`config.mk`:
```
export PLATFORM = sky130hd
export DESIGN_NAME = cpu_step_controller
export DESIGN_NICKNAME = d
export VERILOG_FILES = /design/src/rtl/cpu_ctrl_pkg.sv /design/src/rtl/ce_divider.sv /design/src/rtl/cpu_step_controller.sv
export SDC_FILE = /design/constraint.sdc
export NUM_CORES = 1
export LEC_CHECK = 0
export BUFFER_PORTS_ARGS = -buffer_cell sky130_fd_sc_hd__buf_2
export CORE_MARGIN = 2
export CORE_UTILIZATION = 52
export DETAILED_ROUTE_END_ITERATION = 8
export GPL_ROUTABILITY_DRIVEN = 0
export PLACE_DENSITY_LB_ADDON = 0.3
export SETUP_SLACK_MARGIN = 0.02
export SKIP_CTS_REPAIR_TIMING = 1
export SLEW_MARGIN = 20
export SYNTH_ARGS = -nofsm -noshare
export SYNTH_HDL_FRONTEND = slang
export SYNTH_SLANG_ARGS = --single-unit
```
`constraint.sdc`:
```
create_clock -name i_CLK -period 5.3 [get_ports i_CLK]
set_clock_uncertainty 0.2 [all_clocks]
set_input_delay 1.06 -clock i_CLK [delete_from_list [all_inputs] [get_ports i_CLK]]
set_output_delay 1.06 -clock i_CLK [all_outputs]
set_load 0.02 [all_outputs]
```
`src/rtl/cpu_ctrl_pkg.sv`:
```
// rtl/cpu_ctrl_pkg.sv - shared types and constants for the CPU run/halt/step sequencer
//
// Purpose: state encoding, HLT opcode default, opcode field width, retired
// counter width and a saturating increment helper.
// Ports: none (package).
package cpu_ctrl_pkg;

  typedef enum logic [1:0] {
    ST_RESET_HOLD = 2'b00,
    ST_HALTED     = 2'b01,
    ST_RUNNING    = 2'b10,
    ST_STEPPING   = 2'b11
  } state_t;

  localparam int                  OPCODE_W       = 4;
  localparam int                  RETIRED_W      = 16;
  localparam logic [OPCODE_W-1:0] HLT_OPCODE_DEF = 4'hF;

  // Increment that sticks at all-ones instead of wrapping.
  function automatic logic [RETIRED_W-1:0] sat_inc(input logic [RETIRED_W-1:0] v);
    return (v == {RETIRED_W{1'b1}}) ? v : v + RETIRED_W'(1);
  endfunction

endpackage

```
`src/rtl/ce_divider.sv`:
```
// rtl/ce_divider.sv - free-running 2^DIV_LOG2 divider with clear, enable and terminal-count flag
//
// Purpose: paces core clock enables; o_TC is high while the count sits at
// its last value (2^DIV_LOG2-1).
// Ports:
//   i_CLK  clock
//   i_RST  asynchronous active-high reset (count -> 0)
//   i_EN   advance the count this cycle
//   i_CLR  synchronous clear, wins over i_EN
//   o_TC   terminal count reached
module ce_divider #(
  parameter int DIV_LOG2 = 5
) (
  input  logic i_CLK,
  input  logic i_RST,
  input  logic i_EN,
  input  logic i_CLR,
  output logic o_TC
);

  logic [DIV_LOG2-1:0] cnt_q;

  always_ff @(posedge i_CLK or posedge i_RST) begin
    if (i_RST) begin
      cnt_q <= '0;
    end else if (i_CLR) begin
      cnt_q <= '0;
    end else if (i_EN) begin
      cnt_q <= cnt_q + DIV_LOG2'(1);
    end
  end

  assign o_TC = (cnt_q == {DIV_LOG2{1'b1}});

endmodule

```
`src/rtl/cpu_step_controller.sv`:
```
// rtl/cpu_step_controller.sv - run/halt/single-step sequencer issuing core clock enables
//
// Purpose: holds the core in reset after power-up, then paces one-cycle
// clock enables every 2^DIV_LOG2 cycles while running or stepping, stopping
// on HLT opcodes, PC breakpoints or a halt request.
// Optional: define STEP_CTRL_TRACE_EN to add o_LAST_PC / o_TRACE_VLD.
// Ports:
//   i_CLK, i_RST            clock, asynchronous active-high reset
//   i_RUN, i_HALT, i_STEP   one-cycle control pulses (HALT > STEP > RUN)
//   i_BP_EN, i_BP_ADDR      breakpoint enable and address
//   i_PC, i_INSTR           current core PC and instruction
//   o_CPU_CE                one-cycle core clock enable
//   o_CPU_RST               core reset, active-high
//   o_STATE                 00 reset hold, 01 halted, 10 running, 11 stepping
//   o_BP_HIT                sticky breakpoint flag
//   o_LAST_PC, o_TRACE_VLD  PC at last CE, pulse one cycle after CE (trace build)
//   o_RETIRED               saturating count of issued enables
module cpu_step_controller
  import cpu_ctrl_pkg::*;
#(
  parameter int                  DIV_LOG2   = 5,
  parameter int                  PC_W       = 8,
  parameter int                  INSTR_W    = 16,
  parameter logic [OPCODE_W-1:0] HLT_OPCODE = HLT_OPCODE_DEF,
  parameter int                  RST_HOLD   = 4,
  parameter int                  AUTO_RUN   = 0
) (
  input  logic                 i_CLK,
  input  logic                 i_RST,
  input  logic                 i_RUN,
  input  logic                 i_HALT,
  input  logic                 i_STEP,
  input  logic                 i_BP_EN,
  input  logic [PC_W-1:0]      i_BP_ADDR,
  input  logic [PC_W-1:0]      i_PC,
  input  logic [INSTR_W-1:0]   i_INSTR,
  output logic                 o_CPU_CE,
  output logic                 o_CPU_RST,
  output logic [1:0]           o_STATE,
  output logic                 o_BP_HIT,
`ifdef STEP_CTRL_TRACE_EN
  output logic [PC_W-1:0]      o_LAST_PC,
  output logic                 o_TRACE_VLD,
`endif
  output logic [RETIRED_W-1:0] o_RETIRED
);

  localparam int                HOLD_W    = (RST_HOLD > 1) ? $clog2(RST_HOLD) : 1;
  localparam logic [HOLD_W-1:0] HOLD_LAST = HOLD_W'(RST_HOLD - 1);

  state_t                 state_q, state_d;
  logic                   ce_q, ce_d;
  logic                   cpu_rst_q, cpu_rst_d;
  logic                   bp_hit_q, bp_hit_d;
  logic                   resume_q, resume_d;
  logic [HOLD_W-1:0]      hold_q, hold_d;
  logic [RETIRED_W-1:0]   retired_q, retired_d;

  logic tc;
  logic run_mode;
  logic ce_issue;
  logic hlt_op;
  logic bp_match;
  logic div_clr;
  logic unused_instr_bits;

  assign run_mode = (state_q == ST_RUNNING) || (state_q == ST_STEPPING);
  // The enable is registered; only a same-cycle HALT can suppress it.
  assign ce_issue = ce_q & ~i_HALT;
  assign hlt_op   = (i_INSTR[INSTR_W-1 -: OPCODE_W] == HLT_OPCODE);
  assign bp_match = i_BP_EN && (i_PC == i_BP_ADDR);
  // Any exit from running/stepping discards the partial count.
  assign div_clr  = (state_d != ST_RUNNING) && (state_d != ST_STEPPING);
  assign unused_instr_bits = ^i_INSTR[INSTR_W-OPCODE_W-1:0];

  ce_divider #(
    .DIV_LOG2 (DIV_LOG2)
  ) u_ce_divider (
    .i_CLK (i_CLK),
    .i_RST (i_RST),
    .i_EN  (run_mode),
    .i_CLR (div_clr),
    .o_TC  (tc)
  );

  always_comb begin
    state_d   = state_q;
    ce_d      = 1'b0;
    bp_hit_d  = bp_hit_q;
    resume_d  = resume_q;
    hold_d    = hold_q;
    retired_d = retired_q;

    if (ce_issue) begin
      retired_d = sat_inc(retired_q);
      resume_d  = 1'b0;
    end

    case (state_q)
      ST_RESET_HOLD: begin
        if (hold_q == HOLD_LAST) begin
          state_d = (AUTO_RUN != 0) ? ST_RUNNING : ST_HALTED;
        end else begin
          hold_d = hold_q + HOLD_W'(1);
        end
      end
      ST_HALTED: begin
        // Resume flag lets the instruction sitting on a breakpoint execute once.
        if (i_STEP) begin
          state_d  = ST_STEPPING;
          resume_d = 1'b1;
          bp_hit_d = 1'b0;
        end else if (i_RUN) begin
          state_d  = ST_RUNNING;
          resume_d = 1'b1;
          bp_hit_d = 1'b0;
        end
      end
      ST_RUNNING, ST_STEPPING: begin
        if (i_HALT) begin
          state_d = ST_HALTED;
        end else if (ce_q && (state_q == ST_STEPPING)) begin
          state_d = ST_HALTED;
        end else if (tc) begin
          if (hlt_op) begin
            state_d = ST_HALTED;
          end else if (bp_match && !resume_q) begin
            state_d  = ST_HALTED;
            bp_hit_d = 1'b1;
          end else begin
            ce_d = 1'b1;
          end
        end
      end
      default: state_d = ST_HALTED;
    endcase

    cpu_rst_d = (state_d == ST_RESET_HOLD);
  end

  always_ff @(posedge i_CLK or posedge i_RST) begin
    if (i_RST) begin
      state_q   <= ST_RESET_HOLD;
      ce_q      <= 1'b0;
      cpu_rst_q <= 1'b1;
      bp_hit_q  <= 1'b0;
      resume_q  <= 1'b0;
      hold_q    <= '0;
      retired_q <= '0;
    end else begin
      state_q   <= state_d;
      ce_q      <= ce_d;
      cpu_rst_q <= cpu_rst_d;
      bp_hit_q  <= bp_hit_d;
      resume_q  <= resume_d;
      hold_q    <= hold_d;
      retired_q <= retired_d;
    end
  end

  assign o_CPU_CE  = ce_issue;
  assign o_CPU_RST = cpu_rst_q;
  assign o_STATE   = state_q;
  assign o_BP_HIT  = bp_hit_q;
  assign o_RETIRED = retired_q;

`ifdef STEP_CTRL_TRACE_EN
  logic [PC_W-1:0] last_pc_q;
  logic            trace_vld_q;

  always_ff @(posedge i_CLK or posedge i_RST) begin
    if (i_RST) begin
      last_pc_q   <= '0;
      trace_vld_q <= 1'b0;
    end else begin
      trace_vld_q <= ce_issue;
      if (ce_issue) begin
        last_pc_q <= i_PC;
      end
    end
  end

  assign o_LAST_PC   = last_pc_q;
  assign o_TRACE_VLD = trace_vld_q;
`else
  // Trace build disabled: no trace registers or ports.
`endif

endmodule

```
Word-level counts from Yosys, hierarchy flattened:

Cells that the tools add are included.

* bits in registers: 29
* output and inout bits: 21

* $add $sub $neg: 3
* equal/unequal tests: 16
* multiplexer cells: 29
* bitwise operators: 4
* reduce and logical (&&, ||, !) cells: 14

Operators by type and width (number)
* 2-to-1 mux 1 bit: 17
* adder 16 x 1 -> 16 bit (second input constant): 1
* == test 16 bit (second input constant): 1
* 2-to-1 mux 2 bit: 8
* != test 2 bit (second input constant): 7
* 2-to-1 mux 5 bit: 2
* == test 8 bit: 1
* AND reduction 7 bit: 1
* == test 2 bit (second input constant): 3
* one-hot mux 2 bit (3 select lines): 1
* adder 5 x 1 -> 5 bit (second input constant): 1
* == test 5 bit (second input constant): 1
* == test 4 bit (second input constant): 1
* logical AND 1 bit: 4
* zero test 2 bit: 2
* AND reduction 2 bit: 2
* nonzero test 2 bit: 2
* != test 3 bit (second input constant): 1
* NOT 1 bit: 3
* adder 2 x 1 -> 2 bit (second input constant): 1
* == test 2 x 1 -> 1 bit (second input constant): 1
* one-hot mux 1 bit (2 select lines): 1
* OR reduction 2 bit: 1
* bitwise AND 1 bit: 1
* other kinds (2): 2

Logic depth before layout (Yosys ltp):

Gate-level depths: netlist of run 1.

* word-level depth: 12
* depth in mapped cells: 6
* gate-level depth less buffers: 6

Cells and area by module:

A second synthesis of run 1 with hierarchy kept.

* cells, all modules: 150
* area total of the unflattened synthesis: 1624.1 sq um

By module, submodules not included
* cpu_step_controller: times used 1, cells each 127, area each 1342.5 sq um, seq. area each 601.8 sq um
* ce_divider: times used 1, cells each 23, area each 281.5 sq um, seq. area each 125.1 sq um

Worst setup path before layout of run 1:

Ideal clock, no wire load.

* path kind: input -> output
* start: in i_HALT
* end: out o_CPU_CE
* arrival time: 1571 ps
* required time: 4040 ps
* slack: 2469 ps
* stages: 3
* buffers on the path: 1
* path through: nand2b_1 > clkbuf_1 > inv_1

* cells in the longest elaborated chain, start to end: 2

RTL lines
* from (decl): RTL line cpu_step_controller.sv:31 `input logic i_HALT,`
* NOT 1 bit: RTL line cpu_step_controller.sv:69 `assign ce_issue = ce_q & ~i_HALT;`
* bitwise AND 1 bit: RTL line cpu_step_controller.sv:69
* to (decl): RTL line cpu_step_controller.sv:37 `output logic o_CPU_CE,`

Every way passes these cells.

Worst setup path after layout of run 1:

Same ends and word-level chain as after synthesis.

==> results of run 1 <==
## worst paths after layout
check                                                     to  depth (start not counted)                               from
setup / recovery                                    o_CPU_CE                          4                             i_HALT
hold / removal                            resume_q$_DFF_PP0_                          2                 resume_q$_DFF_PP0_
setup reg to reg           u_ce_divider.cnt_q[1]$_DFFE_PP0P_                          6  u_ce_divider.cnt_q[0]$_DFFE_PP0P_
hold reg to reg                           resume_q$_DFF_PP0_                          2                 resume_q$_DFF_PP0_
max in group asynchronous          o_RETIRED[10]$_DFFE_PP0P_                          2                              i_RST
min in group asynchronous  u_ce_divider.cnt_q[0]$_DFFE_PP0P_                          2                              i_RST
## final cells by class
class | count | area [µm²] | area share (%)
Multi-Input combinational cell | 115 | 787 | 42.4
Clock buffer | 8 | 58.8 | 3.17
Tap cell | 31 | 38.8 | 2.09
Timing Repair Buffer | 46 | 230 | 12.4
Sequential cell | 29 | 727 | 39.2
Inverter | 4 | 15.0 | 0.809
## Yosys cell counts (3+ instances only)
cell and number:
nor3_1 10, nand3_1 6, nand2b_1 3, xnor2_1 11, dfrtp_1 28, xor2_1 14
nor2_1 12, nand2_1 12, inv_1 4, ha_1 4, nor4_1 3, and3_1 6
and4_1 3, nand4_1 7, a21oi_1 4
## layout by cell type (no fill, tap or decap), types with 2 or more instances in the layout
cell type	n
o21ai_0	2
nor2_1	12
nand4_1	7
clkbuf_4	5
inv_1	3
a21oi_1	4
clkbuf_1	2
and4_1	3
nand2b_1	3
ha_1	4
buf_2	46
nand3_1	6
and3_1	6
mux2_2	2
nand2_1	12
nor4_1	3
xor2_1	14
xnor2_1	11
dfrtp_1	28
nor3_1	10
## flip-flops by register name, summed over array words and instances (netlist names)
name and flops:
o_RETIRED 16, u_ce_divider.cnt_q 5, hold_q 2, o_STATE 2
ce_q 1, o_BP_HIT 1, o_CPU_RST 1, resume_q 1
## cells by family (layout without fill, tap and decap cells)
family	Yosys count	count (layout)	synth area share (%)
AND/OR/NAND/NOR	69	69	25.3
flip-flops	29	29	47.2
XOR/XNOR	25	25	14.2
AO/OA/AOI/OAI	13	13	5.44
buffers and inverters	6	58	1.71
adder cells (fa/ha/maj)	4	4	3.25
multiplexers	4	4	2.84
## power by group through the flow
stage          clock, mW  combinational (mW)  sequential, mW
6_report           0.135               0.124           0.276
5_1_grt            0.145               0.141           0.280
4_1_cts            0.138               0.125           0.276
3_5_place_dp           0               0.124           0.280
3_3_place_gp           0               0.118           0.277
2_1_floorplan          0              0.0862           0.280
## worst reg2reg max path, stage by stage, from the launching register on
cell	delay, ns
dfrtp_1	0.40
ha_1	0.18
and3_1	0.16
ha_1	0.19
o21ai_0	0.12
nor4_1	0.85
nor3_1	0.13
## per-stage QoR
stage          worst slack, ns  area (µm²)  util [%]  cells
2_1_floorplan             2.47        1540         -    150
3_3_place_gp              2.21        1800      64.6    225
6_report                  2.20        1860      66.8    233
3_5_place_dp              2.19        1800      64.6    225
4_1_cts                   2.19        1860      66.8    233
5_1_grt                   2.14        1860      66.8    233
## routing by layer
layer  global-route usage (%)  vias up  routed length, µm
li1                         -      641                  -
met2                     35.8       30               1590
met1                     26.2      626               1390
met5                        0        -                  0
met3                     3.96        7                129
met4                     7.64        0                 38
==> results_dict.tcl, run 1 <==
set metrics [dict create \
    p_leak_nw 1.01 \
    nFillCells 237 \
    num_antenna_cells 0 \
    hold_viol_final 0 \
    grt_max_degree 30 \
    die_y_um 58.4 \
    pwr-share-seq_pct 51.7 \
    p_sw_share_pct 31.5 \
    power_frac_clock_pct 25.2 \
    synth_nets 192 \
    netlist_instances 150 \
    ios 59 \
    whs_ns 0.281 \
    setup_viol 0 \
    layout-drive-gt1-share_pct 29.2 \
    path_buf_inv 3 \
    nets 243 \
    via_per_inst 5.60 \
    startpoint_type "input port" \
    numClockSinks 29 \
    synth_top_flop_cell "dfrtp_1" \
    grt_pass1_wl_mm 5.44 \
    grt.overflow.total 0 \
    drt_pass1_iterations 4 \
    worstMarginPinSlew_ns 0.980 \
    status "complete, no violations" \
    hold_class "reg2reg" \
    path_cells "buf_2, nand2b_1, inv_1, buf_2" \
    io_buffers 46 \
    ir_drop_mv 0.205 \
    ys_warn_count 0 \
    setup_tns_ns 0 \
    power.density_mw_per_mm2 288 \
    min_period_ns 3.10 \
    max_stage_delay_ns 0.28 \
    htree_levels 2 \
    core_area_mm2 0.00278 \
    grt_util_all_layers_pct 20.8 \
    power_mw 0.535 \
    wl_per_cell_um 13.5 \
    clock_path_buffers 2 \
    synth_area_mm2 0.00154 \
    die_w_um 58.4 \
    final_antenna_net_count 0 \
    slew_violations 0 \
    async_reset_ff_share_pct 100 \
    grt_pass1_vias 1268 \
    cp_common_cell "buf_2" \
    combPwrFrac_pct 23.2 \
    max_cap_viol_count 0 \
    dp.final_hpwl_mm 2.47 \
    start_util_pct 55.4 \
    cts_tree "built" \
    end_kind "output pin" \
    cts-buffers-inserted 5 \
    drcViolationCount 0 \
    cp_max_fo 8 \
    cts_root_buffer "clkbuf_4" \
    syn_area_per_cell_um2 10.3 \
    path_delay_family "buffers and inverters" \
    synth_area_leaders "dfrtp_1 (45%), xor2_1 (8.0%), xnor2_1 (6.3%), ha_1 (3.2%), nor3_1 (3.2%)" \
    ys_ff_latch 29 \
    synth.distinct_cells 36 \
    r2r_slack_ns 2.90 \
    die_area_mm2 0.00341 \
    criticalPathCategory "in2out" \
    yosys.area.top_type "dfrtp_1" \
    area_growth_pct 20.6 \
    crit_arrival_ns 1.84 \
    synth-edff-count 0 \
    cp.required_ns 4.04 \
    drtIter0Drc 35 \
    clock_latency_ns 0.32 \
    num_vias 1304 \
    synth_top_area_share_pct 45.5 \
    p_switching_mw 0.169 \
    clkTransAtPathRegs_ns 0.09 \
    rsz0062_at_grt "no" \
    cp_slowest_cell "nand2b_1" \
    fmax_ghz 0.322 \
    row_count 19 \
    p_int_mw 0.366 \
    period_share_pct 58.5 \
    routed_wirelength_mm 3.14 \
    antenna_found_initial 0 \
    slew_headroom_pct 34.1 \
    ys_seq_area_share_pct 47.2 \
]
Power figures use the tool's default switching activity.
==> inputs of run 2 (changes only) <==
- CORE_UTILIZATION: 52 -> 48
- clock period: 5.3 -> 3.1 ns (I/O delays scaled with it)
==> results_dict.tcl, run 2 (synthesis gave the netlist of run 1 again) <==
set metrics [dict create \
    wl_per_cell_um 12.8 \
    max_cap_viol_count 0 \
    area_growth_pct 22.1 \
    clkTransAtPathRegs_ns 0.10 \
    dp.final_hpwl_mm 2.45 \
    num_vias 1314 \
    nets 245 \
    ir_drop_mv 0.209 \
    p_leak_nw 1.02 \
    final_antenna_net_count 0 \
    combPwrFrac_pct 23.8 \
    fmax_ghz 0.448 \
    numClockSinks 29 \
    die_w_um 60.6 \
    core_area_mm2 0.00305 \
    min_period_ns 2.23 \
    layout-drive-gt1-share_pct 29.9 \
    rsz0062_at_grt "no" \
    die_area_mm2 0.00368 \
    hold_viol_final 0 \
    cp.required_ns 2.28 \
    seq_area_um2 727 \
    largest_reg_flops 16 \
    io_buffers 46 \
    multiInputGateArea_um2 787 \
    p_sw_share_pct 33.3 \
    cts_root_buffer "clkbuf_4" \
    pwr-share-seq_pct 52.3 \
    fin_area_mm2 0.00188 \
    crit_arrival_ns 1.41 \
    dpl.cell_count 240 \
    hold_class "in2async" \
    grt_util_all_layers_pct 20.4 \
    clock_path_buffers 2 \
    slew_headroom_pct 63.9 \
    status "complete, no violations" \
    drt_pass1_iterations 4 \
    die_y_um 60.6 \
    slew_violations 0 \
    grt_max_degree 30 \
    cts_tree "built" \
    nFillCells 287 \
    final_common_cell "buf_2" \
    power.density_mw_per_mm2 479 \
    antenna_found_initial 0 \
    drcViolationCount 0 \
    startpoint_type "input port" \
    power_frac_clock_pct 23.9 \
    clock_latency_ns 0.33 \
    via_per_inst 5.30 \
    grt_pass1_vias 1311 \
    num_antenna_cells 0 \
    row_count 20 \
    place_area_mm2 0.00183 \
    cts-buffers-inserted 5 \
    end_kind "output pin" \
    setup_tns_ns 0 \
    grt.overflow.total 0 \
    final_cell_mix "buf_2 (46), dfrtp_1 (28), xor2_1 (14)" \
    finalNonFillerCells 248 \
    setup_viol 0 \
    p_int_mw 0.601 \
    worstMarginPinSlew_ns 0.537 \
    p_switching_mw 0.300 \
    criticalPathCategory "in2out" \
    period_share_pct 71.9 \
    start_util_pct 50.5 \
    grt_pass1_wl_mm 5.56 \
    cp_max_fo 8 \
    routed_wirelength_mm 3.17 \
    htree_levels 2 \
    drtIter0Drc 72 \
    ios 59 \
]
==> run 2: cell count changes in the layout (fill, tap and decap cells not counted) <==
| cell | before | now |
|---|---|---|
| clkbuf_8 | 1 | 0 |
| buf_4 | 0 | 2 |
| clkbuf_1 | 2 | 1 |
| inv_2 | 1 | 0 |
| inv_1 | 3 | 4 |
| clkinv_2 | 0 | 2 |
==> run 2: path summary, 6_finish.rpt <==
| check | startpoint | to | slack [ns] | cells after the start |
|---|---|---|---|---|
| worst min-delay path | i_RST | u_ce_divider.cnt_q[0]$_DFFE_PP0P_ | 0.14 | 3 |
| min in group i_CLK | resume_q$_DFF_PP0_ | resume_q$_DFF_PP0_ | 0.28 | 2 |
| worst min register to register | resume_q$_DFF_PP0_ | resume_q$_DFF_PP0_ | 0.28 | 2 |
| worst max-delay path | i_HALT | o_CPU_CE | 0.87 | 4 |
| worst max register to register | o_RETIRED[0]$_DFFE_PP0P_ | o_RETIRED[10]$_DFFE_PP0P_ | 1.11 | 5 |
| max in group asynchronous | i_RST | o_CPU_RST$_DFF_PP1_ | 2.25 | 3 |
==> run 2: power groups by stage <==
stage | Clock [mW] | Combinational, mW | Sequential (mW)
after floorplan | 0 | 0.147 | 0.478
after global placement | 0 | 0.203 | 0.474
after detailed placement | 0 | 0.216 | 0.478
after CTS | 0.221 | 0.217 | 0.471
after global routing | 0.235 | 0.243 | 0.481
final | 0.215 | 0.214 | 0.471
==> run 2: layer usage <==
layer  GRT usage [%]  vias to the layer above  wire length, µm
met3            4.69                        9              135
met1            24.1                      628             1370
li1                -                      640                -
met2            35.0                       37             1600
met5               0                        -                0
met4            9.63                        0               67
==> run 2: worst max-delay path, stage by stage <==
cell,delay [ns]
buf_2,0.10
nand2b_1,0.28
inv_1,0.21
buf_2,0.19
==> run 2: metrics by stage <==
| step | util, % | hold slack, ns | power [mW] | setup slack [ns] |
|---|---|---|---|---|
| 6_report | 61.6 | 0.139 | 0.901 | 0.870 |
| 5_1_grt | 61.6 | 0.179 | 0.959 | 0.801 |
| 4_1_cts | 61.6 | 0.145 | 0.908 | 0.878 |
| 3_5_place_dp | 59.9 | 0.260 | 0.694 | 0.834 |
| 3_3_place_gp | 59.9 | 0.259 | 0.677 | 0.845 |
| 2_1_floorplan | - | 0.237 | 0.625 | 1.07 |
==> run 2: area by class of cell <==
cell class / count / share of cell area [%]
Inverter: 4 / 0.798
Multi-Input combinational cell: 115 / 41.8
Clock buffer: 6 / 2.20
Tap cell: 44 / 2.93
Timing Repair Buffer: 48 / 13.0
Clock inverter: 2 / 0.532
Sequential cell: 29 / 38.7
